===== config.mk =====
export PLATFORM = sky130hd
export DESIGN_NAME = vjtag_regctl
export DESIGN_NICKNAME = d
export VERILOG_FILES = /design/src/rtl/vjtag_regctl_pkg.sv /design/src/rtl/vjtag_clr_seq.sv /design/src/rtl/vjtag_regctl.sv
export SDC_FILE = /design/constraint.sdc
export NUM_CORES = 1
export LEC_CHECK = 0
export CAP_MARGIN = 10
export CORE_ASPECT_RATIO = 1.5
export CORE_MARGIN = 2
export CORE_UTILIZATION = 51
export DETAILED_ROUTE_END_ITERATION = 7
export PLACE_DENSITY_LB_ADDON = 0.05
export SLEW_MARGIN = 10
export SYNTH_ARGS = -nofsm -noshare
export SYNTH_HDL_FRONTEND = slang
export SYNTH_SLANG_ARGS = --single-unit

===== constraint.sdc =====
create_clock -name tck -period 2.3 [get_ports tck]
set_input_delay 0.46 -clock tck [delete_from_list [all_inputs] [get_ports tck]]
set_output_delay 0.46 -clock tck [all_outputs]
set_load 0.005 [all_outputs]

===== src/rtl/vjtag_regctl_pkg.sv =====
// Shared constants for the virtual-JTAG register-map controller:
// register addresses, command bit positions and the clear FSM encoding.
package vjtag_regctl_pkg;

    localparam logic [7:0] ADDR_ID       = 8'h00;
    localparam logic [7:0] ADDR_CMD      = 8'h01;
    localparam logic [7:0] ADDR_CTRL     = 8'h02;
    localparam logic [7:0] ADDR_PRESCALE = 8'h03;
    localparam logic [7:0] ADDR_SNAP0    = 8'h04;
    localparam logic [7:0] ADDR_SNAP1    = 8'h05;
    localparam logic [7:0] ADDR_SNAP2    = 8'h06;
    localparam logic [7:0] ADDR_SNAP3    = 8'h07;

    // Bit positions inside a CMD write
    localparam int CMD_SOFT_RST = 0;
    localparam int CMD_CLEAR    = 1;
    localparam int CMD_SNAP     = 2;

    // Bit positions inside CTRL
    localparam int CTRL_ENABLE  = 0;
    localparam int CTRL_AUTOINC = 1;

    typedef enum logic {
        ST_IDLE  = 1'b0,
        ST_CLEAR = 1'b1
    } clr_state_t;

endpackage


===== src/rtl/vjtag_clr_seq.sv =====
// Counter-clear sequencer: a start pulse in IDLE holds cnt_clear and busy
// high for exactly CLR_LEN cycles; starts while busy are ignored here.
module vjtag_clr_seq #(
    parameter int CLR_LEN = 4
) (
    input  logic clk,
    input  logic srst,
    input  logic i_start,
    output logic o_busy,
    output logic o_cnt_clear
);
    import vjtag_regctl_pkg::*;

    localparam logic [7:0] LP_CLR_LEN = 8'(CLR_LEN);

    clr_state_t r_state;
    logic [7:0] r_cnt;
    logic       r_busy;
    logic       r_cnt_clear;

    // Down-counter FSM; outputs registered so they change with the state
    always_ff @(posedge clk) begin
        if (srst) begin
            r_state     <= ST_IDLE;
            r_cnt       <= 8'd0;
            r_busy      <= 1'b0;
            r_cnt_clear <= 1'b0;
        end else begin
            case (r_state)
                ST_IDLE: begin
                    if (i_start) begin
                        r_state     <= ST_CLEAR;
                        r_cnt       <= LP_CLR_LEN;
                        r_busy      <= 1'b1;
                        r_cnt_clear <= 1'b1;
                    end
                end
                ST_CLEAR: begin
                    // Count value 1 is the last cycle with clear asserted
                    if (r_cnt <= 8'd1) begin
                        r_state     <= ST_IDLE;
                        r_busy      <= 1'b0;
                        r_cnt_clear <= 1'b0;
                    end else begin
                        r_cnt <= r_cnt - 8'd1;
                    end
                end
                default: begin
                    r_state     <= ST_IDLE;
                    r_busy      <= 1'b0;
                    r_cnt_clear <= 1'b0;
                end
            endcase
        end
    end

    assign o_busy      = r_busy;
    assign o_cnt_clear = r_cnt_clear;

endmodule


===== src/rtl/vjtag_regctl.sv =====
// Register-map controller between the virtual-JTAG byte interface and the
// 32-bit counter core. Owns the address pointer, write decode, snapshot
// capture and the registered readback mux; the clear timing lives in
// vjtag_clr_seq.
module vjtag_regctl #(
    parameter logic [7:0] ID_VALUE     = 8'hC3,
    parameter int         CLR_LEN      = 4,
    parameter logic [7:0] PRESCALE_RST = 8'h00
) (
    input  logic        tck,
    input  logic        init,
    input  logic [7:0]  address,
    input  logic [7:0]  wdata,
    input  logic        addr_we,
    input  logic        we,
    input  logic        rd,
    input  logic [31:0] count_in,
    output logic [7:0]  rdata,
    output logic        cnt_enable,
    output logic        cnt_clear,
    output logic [7:0]  prescale,
    output logic        busy
);
    import vjtag_regctl_pkg::*;

    logic [7:0]  r_ptr;
    logic [7:0]  r_ctrl;
    logic [7:0]  r_prescale;
    logic [31:0] r_snap;
    logic        r_snap_valid;
    logic        r_err;
    logic [7:0]  r_rdata;

    logic        w_busy;
    logic        w_cnt_clear;
    logic        w_wr_cmd;
    logic        w_soft_rst;
    logic        w_clr_req;
    logic        w_snap_req;
    logic        w_clr_start;
    logic        w_srst;
    logic [7:0]  w_rd_mux;

    // Command decode; soft reset masks the clear and snapshot bits
    assign w_wr_cmd    = we && (r_ptr == ADDR_CMD);
    assign w_soft_rst  = w_wr_cmd && wdata[CMD_SOFT_RST];
    assign w_clr_req   = w_wr_cmd && !wdata[CMD_SOFT_RST] && wdata[CMD_CLEAR];
    assign w_snap_req  = w_wr_cmd && !wdata[CMD_SOFT_RST] && wdata[CMD_SNAP];
    assign w_clr_start = w_clr_req && !w_busy;
    assign w_srst      = init || w_soft_rst;

    vjtag_clr_seq #(
        .CLR_LEN (CLR_LEN)
    ) u_clr_seq (
        .clk         (tck),
        .srst        (w_srst),
        .i_start     (w_clr_start),
        .o_busy      (w_busy),
        .o_cnt_clear (w_cnt_clear)
    );

    // Readback mux, evaluated against the current pointer and registers
    always_comb begin
        w_rd_mux = 8'h00;
        case (r_ptr)
            ADDR_ID:       w_rd_mux = ID_VALUE;
            ADDR_CMD:      w_rd_mux = {5'b0, r_err, w_busy, r_snap_valid};
            ADDR_CTRL:     w_rd_mux = r_ctrl;
            ADDR_PRESCALE: w_rd_mux = r_prescale;
            ADDR_SNAP0:    w_rd_mux = r_snap[7:0];
            ADDR_SNAP1:    w_rd_mux = r_snap[15:8];
            ADDR_SNAP2:    w_rd_mux = r_snap[23:16];
            ADDR_SNAP3:    w_rd_mux = r_snap[31:24];
            default:       w_rd_mux = 8'h00;
        endcase
    end

    // Pointer, register writes, snapshot, error flag and registered rdata
    always_ff @(posedge tck) begin
        if (w_srst) begin
            r_ptr        <= 8'h00;
            r_ctrl       <= 8'h00;
            r_prescale   <= PRESCALE_RST;
            r_snap       <= 32'h0;
            r_snap_valid <= 1'b0;
            r_err        <= 1'b0;
            r_rdata      <= ID_VALUE;
        end else begin
            // Address load beats autoinc; writes always use the old pointer
            if (addr_we) begin
                r_ptr <= address;
            end else if (r_ctrl[CTRL_AUTOINC] && (we || rd)) begin
                r_ptr <= r_ptr + 8'd1;
            end

            if (we && (r_ptr == ADDR_CTRL)) begin
                r_ctrl <= wdata;
            end
            if (we && (r_ptr == ADDR_PRESCALE)) begin
                r_prescale <= wdata;
            end

            // A started clear invalidates the snapshot and drops any
            // snapshot request in the same write
            if (w_clr_start) begin
                r_snap_valid <= 1'b0;
            end else if (w_snap_req && !w_busy) begin
                r_snap       <= count_in;
                r_snap_valid <= 1'b1;
            end

            if (((w_clr_req || w_snap_req) && w_busy) || (w_clr_start && w_snap_req)) begin
                r_err <= 1'b1;
            end

            r_rdata <= w_rd_mux;
        end
    end

    assign rdata      = r_rdata;
    assign cnt_enable = r_ctrl[CTRL_ENABLE];
    assign prescale   = r_prescale;
    assign cnt_clear  = w_cnt_clear;
    assign busy       = w_busy;

endmodule


# After elaboration in Yosys (flattened, before gate mapping)
# Index checks and enable logic that the tools add are counted.
# Widths: inputs -> output; s select.
[word_totals]
ff_bits = 76
inputBits = 53
out_inout_bits = 19
word_cells = 61
[op_classes]
add_sub_neg = 2
n_lt_le_gt_ge = 1
eq_ne = 10
muxes = 12
n_bitwise = 2
n_reduce_logical = 24
[op_table]
columns = ["cell", "n"]
rows = [
  ["$pmux 8 s8", 1],
  ["$eq 8x3->1 const B", 4],
  ["$mux 8", 4],
  ["$eq 8x2->1 const B", 2],
  ["$pmux 8 s2", 1],
  ["$logic_and 1x1->1", 12],
  ["$add 8x1->8 const B", 1],
  ["$eq 8x1->1 const B", 1],
  ["$le 8x1->1 const B", 1],
  ["$logic_not 8->1", 1],
  ["$sub 8x1->8 const B", 1],
  ["$ne 2x2->1 const B", 3],
  ["$reduce_and 2->1", 3],
  ["$logic_or 1x1->1", 4],
  ["$mux 1", 4],
  ["$pmux 1 s2", 2],
  ["$logic_not 1->1", 2],
  ["$not 1->1", 2],
  ["$reduce_bool 2->1", 1],
  ["$reduce_or 2->1", 1],
]

# Depth between registers and ports, before layout
[logic_depth]
word_depth = 7
depth_mapped = 7
ltp_nobuf = 6

# Modules after synthesis
# A second synthesis with hierarchy kept.
[hier_totals]
hier_cells = 410
hier_area_um2 = 3394.5
[by_module_without_submodules]
columns = ["mod", "n_inst", "cells_per_inst", "area_each_um2", "seq_area_each_um2"]
rows = [
  ["vjtag_regctl", 1, 350, 2867.8, 1321.3],
  ["vjtag_clr_seq", 1, 60, 526.8, 200.2],
]

# Worst setup path after synthesis
# Ideal clock, no wire load.
[synth_path]
path_kind = "register to register"
from = "register u_clr_seq.r_cnt[5]"
to = "register u_clr_seq.r_cnt[2]"
arrival_ps = 1857
t_required_ps = 2184
path_slack_ps = 327
stages_incl_launch_ff = 5
n_path_buf = 0
synth_period_minus_slack_ps = 1973
cell_sequence = "dfxtp_1 -> or4_1 -> o31ai_1 -> mux2_2 -> o211a_1"
[synth_between]
elab_chain_len = 3
[synth_rtl]
columns = ["element", "line_no", "text"]
rows = [
  ["start: declaration", "vjtag_clr_seq.sv:17", "logic [7:0] r_cnt;"],
  ["start signal: assignment", "vjtag_clr_seq.sv:45", "r_cnt <= r_cnt - 8'd1;"],
  ["$le 8x1->1", "vjtag_clr_seq.sv:40", "if (r_cnt <= 8'd1) begin"],
  ["$ne 2x2->1 (no line)", "n/a", ""],
  ["$reduce_and 2->1 (no line)", "n/a", ""],
]
# No other way between the ends.
# A chain may end at the register's enable or synchronous reset.

# Final worst setup path
[layout_path]
from = "register r_ptr[7]"
to = "register r_snap[22]"
[layout_between]
elab_chain_len = 7
word_cells_on_any_way = 11
cone_classes = "eq/ne (1); bitwise (1); reduce/logical (9)"
[layout_rtl]
columns = ["element", "line_no", "text"]
rows = [
  ["start: declaration", "vjtag_regctl.sv:26", "logic [7:0] r_ptr;"],
  ["start signal: assignment", "vjtag_regctl.sv:91", "r_ptr <= address;"],
  ["start signal: assignment", "vjtag_regctl.sv:93", "r_ptr <= r_ptr + 8'd1;"],
  ["$eq 8x1->1 *", "vjtag_regctl.sv:45", "assign w_wr_cmd = we && (r_ptr == ADDR_CMD);"],
  ["$logic_and 1x1->1 *", "vjtag_regctl.sv:45", ""],
  ["$logic_and 1x1->1", "vjtag_regctl.sv:47, vjtag_regctl.sv:48", ""],
  ["$logic_and 1x1->1", "vjtag_regctl.sv:47", "assign w_clr_req = w_wr_cmd && !wdata[CMD_SOFT_RST] && wdata[CMD_CLEAR];"],
  ["$logic_and 1x1->1", "vjtag_regctl.sv:49", "assign w_clr_start = w_clr_req && !w_busy;"],
  ["$not 1->1 (no line)", "n/a", ""],
  ["$reduce_and 2->1 (no line)", "n/a", ""],
  ["end signal: assignment", "vjtag_regctl.sv:108", "r_snap <= count_in;"],
  ["end: declaration", "vjtag_regctl.sv:29", "logic [31:0] r_snap;"],
]
# Mark *: on every way between the ends. The rest lies on a longest branch, timed or not.

==> run metrics <==
DP HPWL=6600 µm; worst slew pin tran=0.504 ns; Worst-Skew Late Latency=0.35 ns; Slew Viols, Final=0; status=finished, final reports clean; gr usage total=0.246; Via density=5.82; area leader, netlist=dfxtp_1; hold crit path type=reg2reg; Clock power frac=0.370; top-area cell type share of the netlist area=0.424; Pint=2010 µW; width of the chip=72.5 µm; deepest clock path buffer count=2; Critical Path Fanout Max=32; number of global-route vias before repair=3058; P per Cell Area=580 mW/mm²; Mapped Cells=383; drt total wl=9080 µm; Pleak=0.00175 µW; pin count of the biggest net entering global routing=54; per-cell routed wire length=16.7 µm; YS warnings=0; final hold viol count=0; Crit. End Element=flip-flop; # port buffers=71; vias=3173; Top FF cell, synth=dfxtp_1; share of layout cells above drive strength 1=0.105; chip height=107 µm; Starting DRT DRC Count=188; nets@finish=521; WS Path Type=reg2reg; sequential area share after synthesis=0.424; switching share of power=0.254; RSZ-0062 raised after global routing=no; Post-CTS Setup Repair Bufs=0; Die ar.=0.00774 mm²; Setup Skew=0.00901 ns; EDFF count, synth=0; Pwr Total=2700 µW; Worst setup SP type=flip-flop; Filler cells=583; CTS tree=yes; global-route wire length before repair=14900 µm; CTS Hold Bufs=0; post-synthesis async set-or-reset flop share=0; DR pass1 iterations=7; Logic pwr share=0.127; H-tree depth=3; initial antenna violation count=0; core region area=0.00685 mm²; Worst Path Required=2.53 ns; diode count=0; syn nets=442; GPL Wtd Cong=0.882; I/O pin cnt=72; sw power=687 µW; sequential power share=0.503; Starting Density=0.524; FF+latch count, synth=76; Max Cap Viol=0; CTS sink count=76; hold slack=0.477 ns; clock transition at the registers of the reported paths=0.08 ns; final setup fails=0; worst path arrival time=2.31 ns; Final ANT Viol Nets=0; synth unique cells=57; Site Rows=37; synthesized area per cell=9.38 µm²; total gr overflow=0; DRC Markers=0; post-CTS sizing=0; Slew HR=0.664; Area contributors post-synth=dfxtp_1 42%, mux2i_1 15%, nor2_1 6.5%; Root Driver=clkbuf_8; Mapped Area=0.00359 mm²; min Tclk post-route=2.08 ns; area grow syn2layout=29.8%; period utilization=0.904; max frequency=481 MHz; VDD IR max=404 µV; CTS buffer count=9
## synthesized netlist by cell type (all sizes together) (2+ instances only)
library cell and instances:
ha 6, xor2 3, o21ai 11, mux2i 55, o31ai 5, nand3 16, nor3b 3, nor2 62
a21oi 13, and2 3, dfxtp 76, a32oi 2, o21a 3, nand4 7, o211ai 3, clkbuf 12
xnor2 4, and3 4, nand2 9, a221oi 4, or4 4, a222oi 2, and4 2, a22o 3
inv 13, a22oi 2, a211oi 7, or3b 2, nor3 5, a31oi 8, nor4 5, buf 12
## path summary, 6_finish.rpt
path,start,to,slack [ns],depth (start not counted)
min,u_clr_seq.r_cnt[7],u_clr_seq.r_cnt[7],0.48,1
max reg2reg,r_ptr[7],r_snap[22],0.22,5
max,r_ptr[7],r_snap[22],0.22,5
min reg2reg,u_clr_seq.r_cnt[7],u_clr_seq.r_cnt[7],0.48,1
## layer usage
| metal | track usage | vias to the layer above | part of all wire |
|---|---|---|---|
| met5 | 0 | - | 0 |
| met4 | 0.0873 | 0 | 0.016 |
| met3 | 0.0461 | 10 | 0.041 |
| met2 | 0.428 | 96 | 0.53 |
| met1 | 0.300 | 1517 | 0.41 |
| li1 | - | 1550 | - |
## layout make-up
cell class / instances / area [µm²] / area share
Multi-Input combinational cell: 270 / 1910 / 0.409
Sequential cell: 76 / 1520 / 0.327
Timing Repair Buffer: 92 / 893 / 0.192
Clock buffer: 10 / 128 / 0.0274
Tap cell: 78 / 97.6 / 0.0209
Clock inverter: 6 / 65.1 / 0.0140
Inverter: 13 / 48.8 / 0.0105
## cell usage in the layout, fill, tap and decap left out, types with 4 or more instances in the layout
| master | n |
|---|---|
| nand2_1 | 9 |
| clkbuf_8 | 9 |
| nor2_1 | 62 |
| nor3_1 | 5 |
| nand3_1 | 14 |
| clkdlybuf4s50_1 | 71 |
| a31oi_1 | 7 |
| inv_1 | 13 |
| xnor2_1 | 4 |
| a211oi_1 | 7 |
| mux2i_1 | 55 |
| o21ai_0 | 11 |
| buf_4 | 19 |
| ha_1 | 6 |
| nand4_1 | 7 |
| dfxtp_1 | 76 |
| and3_1 | 4 |
| a221oi_1 | 4 |
| o31ai_1 | 4 |
| a21oi_1 | 13 |
## stage by stage
step | cells | utilization | area [µm²] | TNS, ns | setup WS, ns
after floorplan | 383 | - | 3590 | 0 | 0.327
after global placement | 529 | 0.652 | 4470 | -0.206 | -0.0124
after detailed placement | 529 | 0.652 | 4470 | -0.551 | -0.0331
after CTS | 545 | 0.680 | 4660 | 0 | 0.231
after global routing | 545 | 0.680 | 4660 | 0 | 0.116
final | 545 | 0.680 | 4660 | 0 | 0.221
## power groups by stage
stage	combinational (µW)	sequential [µW]	clock, µW
CTS	341	1360	1020
finish	342	1360	998
global route	368	1360	1080
floorplan	159	1380	0
global placement	338	1390	0
detailed placement	339	1390	0
## logic make-up after synthesis
group                    Yosys count  synth area share
AND/OR/NAND/NOR                  128             0.183
flip-flops                        76             0.424
AO/OA/AOI/OAI                     72             0.146
multiplexers                      56             0.156
buffers and inverters             37            0.0498
XOR/XNOR                           7            0.0171
adder cells (fa/ha/maj)            7            0.0237
## critical path, cell delays in order (launching register included)
cell and delay [ns]:
dfxtp_1 0.35, or4_4 0.67, nor4_4 0.34, buf_12 0.27, mux2i_1 0.23, nor2_1 0.06
## flip-flops by register name, summed over array words and instances (netlist names)
register           flops
prescale               8
r_ctrl                 8
r_err                  1
r_ptr                  8
r_snap                32
r_snap_valid           1
rdata                  8
u_clr_seq.o_busy       1
u_clr_seq.r_cnt        8
u_clr_seq.r_state      1
Note: power is estimated with default switching activity, not from simulation.
